## config.mk

```make
export PLATFORM = sky130hd
export DESIGN_NAME = ped_request
export DESIGN_NICKNAME = d
export VERILOG_FILES = /design/src/rtl/ped_request.sv
export SDC_FILE = /design/constraint.sdc
export NUM_CORES = 1
export LEC_CHECK = 0
export BUFFER_PORTS_ARGS = -buffer_cell sky130_fd_sc_hd__buf_2
export CORE_AREA = 2 2 98 76
export CTS_BUF_LIST = sky130_fd_sc_hd__clkbuf_4 sky130_fd_sc_hd__clkbuf_8
export DETAILED_ROUTE_END_ITERATION = 10
export DIE_AREA = 0 0 100 78
export GPL_TIMING_DRIVEN = 0
export SETUP_SLACK_MARGIN = 0.3
export SLEW_MARGIN = 30
export SYNTH_ARGS = -nofsm -noshare
export SYNTH_HDL_FRONTEND = slang
export SYNTH_SLANG_ARGS = --single-unit
```

## constraint.sdc

```tcl
create_clock -name pin3_clk_16mhz -period 2.6 [get_ports pin3_clk_16mhz]
set_input_delay 0.26 -clock pin3_clk_16mhz [delete_from_list [all_inputs] [get_ports pin3_clk_16mhz]]
set_output_delay 0.26 -clock pin3_clk_16mhz [all_outputs]
set_load 0.01 [all_outputs]
```

## src/rtl/ped_request.sv

```systemverilog
// Pedestrian push-button front end: synchronise, debounce, latch one crossing request,
// hold it until acknowledged, then lock out new presses. Optional WAIT blink via PED_WAIT_BLINK_EN.
module ped_request #(
    parameter int DEBOUNCE_TICKS = 160000,
    parameter int LOCKOUT_TICKS  = 32000000,
    parameter int BLINK_TICKS    = 4000000
) (
    input  logic       pin3_clk_16mhz,
    input  logic       pin1_rst_n,
    input  logic       pin9_button_n,
    input  logic       ped_ack,
    output logic       ped_req,
    output logic       pin10_wait_led,
    output logic [7:0] served_count
);

    localparam int DB_W = $clog2(DEBOUNCE_TICKS + 1);
    localparam int LK_W = (LOCKOUT_TICKS < 1) ? 1 : $clog2(LOCKOUT_TICKS + 1);
`ifdef PED_WAIT_BLINK_EN
    localparam int BL_W = $clog2(BLINK_TICKS + 1);
`endif

    if (DEBOUNCE_TICKS < 1 || BLINK_TICKS < 1 || LOCKOUT_TICKS < 0) begin : g_bad_param
        $error("ped_request: DEBOUNCE_TICKS and BLINK_TICKS must be >= 1, LOCKOUT_TICKS >= 0");
    end

    typedef enum logic [1:0] {
        ST_IDLE    = 2'd0,
        ST_PENDING = 2'd1,
        ST_SERVING = 2'd2,
        ST_LOCKOUT = 2'd3
    } state_t;

    // All FSM-owned registers live in one struct so the state is visible in one place.
    typedef struct packed {
        state_t          state;
        logic            req;
        logic            led;
        logic [7:0]      served;
        logic [LK_W-1:0] lock_cnt;
`ifdef PED_WAIT_BLINK_EN
        logic [BL_W-1:0] blink_cnt;
`endif
    } fsm_t;

    logic            sync1;
    logic            sync2;
    logic            deb;
    logic            deb_d;
    logic [DB_W-1:0] deb_cnt;
    logic            press;
    fsm_t            r;
    fsm_t            nx;

    always_ff @(posedge pin3_clk_16mhz) begin
        if (!pin1_rst_n) begin
            sync1   <= 1'b1;
            sync2   <= 1'b1;
            deb     <= 1'b1;
            deb_d   <= 1'b1;
            deb_cnt <= '0;
        end else begin
            sync1 <= pin9_button_n;
            sync2 <= sync1;
            deb_d <= deb;
            if (sync2 != deb) begin
                if (deb_cnt == DB_W'(DEBOUNCE_TICKS - 1)) begin
                    deb     <= sync2;
                    deb_cnt <= '0;
                end else begin
                    deb_cnt <= deb_cnt + DB_W'(1);
                end
            end else begin
                deb_cnt <= '0;
            end
        end
    end

    // Only a debounced press (1->0) counts; releases are silent.
    assign press = deb_d & ~deb;

    always_ff @(posedge pin3_clk_16mhz) begin
        if (!pin1_rst_n) begin
            r <= '0;
        end else begin
            r <= nx;
        end
    end

    // Handshake: ped_req stays high until ped_ack is seen high; ped_ack must then fall,
    // and only after the lockout expires can a fresh press raise ped_req again.
    always_comb begin
        nx = r;
        case (r.state)
            ST_IDLE: begin
                if (press && !ped_ack) begin
                    nx.state = ST_PENDING;
                end
            end
            ST_PENDING: begin
                if (ped_ack) begin
                    nx.state  = ST_SERVING;
                    nx.served = r.served + 8'd1;
                end
            end
            ST_SERVING: begin
                if (!ped_ack) begin
                    nx.state    = ST_LOCKOUT;
                    nx.lock_cnt = LK_W'(LOCKOUT_TICKS);
                end
            end
            ST_LOCKOUT: begin
                if (r.lock_cnt == '0) begin
                    nx.state = ST_IDLE;
                end else begin
                    nx.lock_cnt = r.lock_cnt - LK_W'(1);
                end
            end
            default: nx.state = ST_IDLE;
        endcase

        nx.req = (nx.state == ST_PENDING);

`ifdef PED_WAIT_BLINK_EN
        // LED lights on PENDING entry, then toggles every BLINK_TICKS cycles.
        if (nx.state != ST_PENDING) begin
            nx.led       = 1'b0;
            nx.blink_cnt = '0;
        end else if (r.state != ST_PENDING) begin
            nx.led       = 1'b1;
            nx.blink_cnt = '0;
        end else if (r.blink_cnt == BL_W'(BLINK_TICKS - 1)) begin
            nx.led       = ~r.led;
            nx.blink_cnt = '0;
        end else begin
            nx.blink_cnt = r.blink_cnt + BL_W'(1);
        end
`else
        nx.led = (nx.state == ST_PENDING);
`endif
    end

    assign ped_req        = r.req;
    assign pin10_wait_led = r.led;
    assign served_count   = r.served;

endmodule

```

* Yosys cells after proc, flatten, opt, wreduce, memory -nomap -nowiden *
Index checks and enable logic that the tools add are counted.

storage, ports and cells
  memories = 0
  memory bits (read-only) = 0
  logic and storage cells = 41
  RAM bits = 0
  input port bits = 4
  flip-flop bits (word level) = 58
  latch bits = 0

cells by class
  shift-type cells = 0
  muxes and demuxes = 8
  multiply operators = 0
  bitwise gates (word level) = 4
  div/mod/pow operators = 0
  reduce and logical (&&, ||, !) cells = 9
  $add $sub $neg = 3
  order comparisons = 0
  equality and inequality tests = 8

operators with widths
  kind                   count
  $mux 25                2
  $pmux 25 s2            1
  $logic_not 25->1       1
  $sub 25x1->25 const B  1
  $add 18x1->18 const B  1
  $eq 18x18->1 const B   1
  $add 8x1->8 const B    1
  $mux 2                 4
  $pmux 2 s4             1
  $eq 2x1->1 const B     2
  $eq 2x2->1 const B     2
  $ne 2x2->1 const B     2
  $reduce_and 2->1       2
  $not 1->1              3
  $reduce_and 3->1       1
  $reduce_or 3->1        1
  $logic_not 2->1        1
  $reduce_bool 2->1      1
  $and 1x1->1            1
  $logic_and 1x1->1      1
  $logic_not 1->1        1
  $ne 1x1->1             1

* Depth between registers and ports, before layout *
  word-level depth = 6
  depth in mapped cells = 8
  mapped depth without buffers = 7

* Worst setup path before layout *
Ideal clock, no wire load.

  path kind = reg2reg
  start = register r[5] (netlist name)
  end = register r[21] (netlist name)
  setup time = 0.076 ns
  buffers on the path = 1
  cell stages (with the launch flop) = 7
  data arrival time = 2.092 ns
  slack = 0.433 ns
  period minus slack after synthesis = 2.167 ns
  required time = 2.524 ns
  path through = dfxtp_1 or3_4 or3_1 buf_2 a2111o_1 or3_1 a31oi_1

on the way
  cells in the longest elaborated chain, start to end = 3

RTL lines
  element                                                   RTL line  source
  from (decl)                                               52        fsm_t r;
  from (signal assigned)                                    86        r <= nx;
  $sub 25x1->25 / $logic_not 25->1 (equally long branches)  116, 113
  $mux 25 / $ne 2x2->1 (equally long branches)              -
  $pmux 25 s2 / $reduce_and 3->1 (equally long branches)    -

Parallel ways exist; a longest one is shown, timed or not. The select of a mux whose other input is x is not followed.
A chain may end at the register's enable or synchronous reset.

* Worst setup path in the final report *
  start = register r[6] (netlist name)
  end = register r[11] (netlist name)

Same word-level chain as after synthesis.

==> results.toml <==
[synth]
synthXorXnorAreaFrac = 0.115
synthArstFlopShare = 0
synth_fa_ha_area_frac = 0.0140
synth_common_cells = "dfxtp_1, nor2_1, xor2_1, a21oi_1, xnor2_1"
ys_warn_count = 0
synth_top_area_share = 0.434
yosysTopAreaCell = "dfxtp_1"
synth_top_family_by_area = "simple AND/OR/NAND/NOR gates"
synthSimpleGateAreaFrac = 0.275
synth_compound_area_frac = 0.0996
yosysMostFrequentCell = "dfxtp_1"
muxShareOfSynthArea = 0.0112
synth-seq-area-share = 0.434
syn_area_mm2 = 0.00268
synth_cells = 304
synthFlopType = "dfxtp_1"
synth_edf_count = 0
synth_nets = 311
synth.distinct_cells = 45
synth_area_leaders = "dfxtp_1, xor2_1, nor2_1"
syn_avg_cell_area_um2 = 8.80
synth_seq_cells = 58

[drt]
dr_total_vias = 2152
wl_mm = 5.41
drt-initial-drc-count = 98
drc = 0
drtPass1Iterations = 4
ant_nets = 0
wl_per_cell_um = 12.7
vias_per_cell = 5.04

[timing]
finalCritPeriodShare = 0.867
timing.slew.headroom = 0.631
worst_pin_slew_ps = 549
rsz0062_at_grt = "true"
setup_ws_ps = 346
post-route-min-period_ps = 2250
setup_viol = 0
finClkSkew_ps = 5.28
slew_violations = 0
fin_hold_ws_ps = 101
final_hold_viol_count = 0
fmaxAchievable_ghz = 0.444

[worst_setup_path]
slowest_delay_ps = 400
reg2reg_from = "r[6]$_SDFFE_PN0P_"
crit_end = "r[11]$_SDFFE_PN0P_"
cp_data_required_time_ps = 2870
r2r_slack_ps = 350
worst_path_max_delay_cell = "or4_1"
cp_common_cell = "buf_4"
critPathArrivalTime_ps = 2520
path_max_fanout = 4
end_kind = "flop"
reg2reg_depth = 8
crit_type = "flop to flop"
crit_chain = "or3_4 > or3_4 > buf_6 > buf_4 > buf_4 > buf_4 > or4_1 > a31oi_1"
start_kind = "flop"
worstSetupStartpoint = "r[6]$_SDFFE_PN0P_"
regToRegEndpoint = "r[11]$_SDFFE_PN0P_"

[floorplanning]
dieWidth_um = 100
ios = 14
start_util = 0.395
floorplan.die.height_um = 78
core.rowCount = 26
coreArea_mm2 = 0.00677
die_area_mm2 = 0.00780

[placed_design]
place_inst = 401
hpwl_mm = 3.67
pre_cts_ws_ps = -41.2
port_buffers = 13
routabilityCongestion = 0.811

[power]
ir_drop_mv = 0.272
finalPower_w = 0.00178
power.density_mw_per_mm2 = 554
leakagePower_nw = 1.25

[cts]
cts_tree = "done"
clk_pin_slew_ps = 60
cts_made_buffers = 9
root_buffer = "clkbuf_8"
numClockSinks = 58
clk_latency_ps = 350
cts_max_level = 3
cts_buffer_depth = 2
ctsHoldBuffers = 0

[grt]
antenna_found_initial = 0
grt_pass1_vias = 1880
grt.total_usage = 0.149
grt_overflow = 0
grt_max_degree = 11
grt_pass1_wl_mm = 9.14

[finish]
fin_nets = 345
drive_above_1_share = 0.204
diodes = 0
finalNonFillerCells = 427
syn_to_final_growth_pct = 19.9

[worst_hold_path]
hp-class = "input port to flop"
holdPathStages = 2

[job]
drv_cap = 0

[status]
status = "complete, no violations"
worst min-delay path by stage:
| stage | from | to | slack (ps) |
|---|---|---|---|
| after floorplan | pin1_rst_n | deb$_SDFFE_PN1P_ | 320 |
| after global placement | sync1$_SDFF_PN1_ | sync2$_SDFF_PN1_ | 400 |
| after detailed placement | sync1$_SDFF_PN1_ | sync2$_SDFF_PN1_ | 400 |
| after CTS | pin9_button_n | sync1$_SDFF_PN1_ | 100 |
| after global routing | pin9_button_n | sync1$_SDFF_PN1_ | 100 |
| final | pin9_button_n | sync1$_SDFF_PN1_ | 100 |
flip-flops by register name, indices dropped and copies added (netlist names):
signal,count
r,27
deb_cnt,18
served_count,8
deb,1
deb_d,1
pin10_wait_led,1
sync1,1
sync2,1
cell families after synthesis:
family	Yosys count
and+or+nand+nor	137
DFF	58
AOI/OAI and AO/OA	41
xor gates and xnor gates	35
buffers and inverters	27
muxes	3
adders and majority gates	3
layout make-up:
type / instances / area, um^2
Multi-Input combinational cell: 219 / 1430
Clock inverter: 2 / 35.0
Buffer: 20 / 121
Inverter: 7 / 26.3
Timing Repair Buffer: 23 / 140
Sequential cell: 58 / 1170
Fill cell: 658 / 3560
Tap cell: 84 / 105
Clock buffer: 14 / 174
stage by stage:
step	utilization	instance area [um^2]	TNS (ps)
global route	0.474	3210	0
global placement	0.420	2850	-269
finish	0.474	3210	0
floorplan	-	2680	0
CTS	0.455	3080	0
detailed placement	0.420	2850	-310
worst max-delay path: cells and delay by family (launching register included):
kind                   cells  cell delay (ps)
AO/OA/AOI/OAI              1              170
buffers and inverters      4              500
flip-flops                 1              350
AND/OR/NAND/NOR            3             1160
repair_timing:
action	CTS	global route
gates resized for setup	7	17
setup endpoints to repair	22	21
pin swaps	1	6
buffers inserted	0	10
cells in the final DEF, fill, tap and decap left out, types with 2 or more instances in the layout:
cell type	Yosys	final
xnor2_1	14	14
xor2_1	21	21
inv_1	6	6
clkbuf_8	0	11
o31ai_1	3	3
buf_4	9	19
nor3_1	12	11
nor4b_1	3	2
o211ai_1	2	2
nor2_1	46	46
clkbuf_2	0	4
nand2b_1	4	4
a21oi_1	15	15
dfxtp_4	0	2
nand2_1	12	12
or3_1	9	8
and3_1	5	5
or3_4	1	2
mux2i_1	3	3
nand4_1	6	6
or2_2	4	4
a31oi_1	3	3
clkbuf_1	10	6
buf_2	1	13
clkbuf_4	0	3
ha_1	3	3
nor4_1	4	2
or4_1	5	4
dfxtp_1	58	54
dfxtp_2	0	2
nand3_1	12	12
nor4_4	0	2
nand4b_1	6	6
o41ai_1	4	4
o21ai_0	7	6
per-layer routing:
layer,track usage,wire length (um)
met1,0.213,2840
met2,0.201,2260
met3,0.0459,202
met4,0.0740,103
met5,0,0
power breakdown:
group          switching (W)  internal, W
Combinational      0.0000155   0.00000529
Sequential       0.000000858     0.000888
Clock               0.000341     0.000526
(Power assumes the default switching activity.)
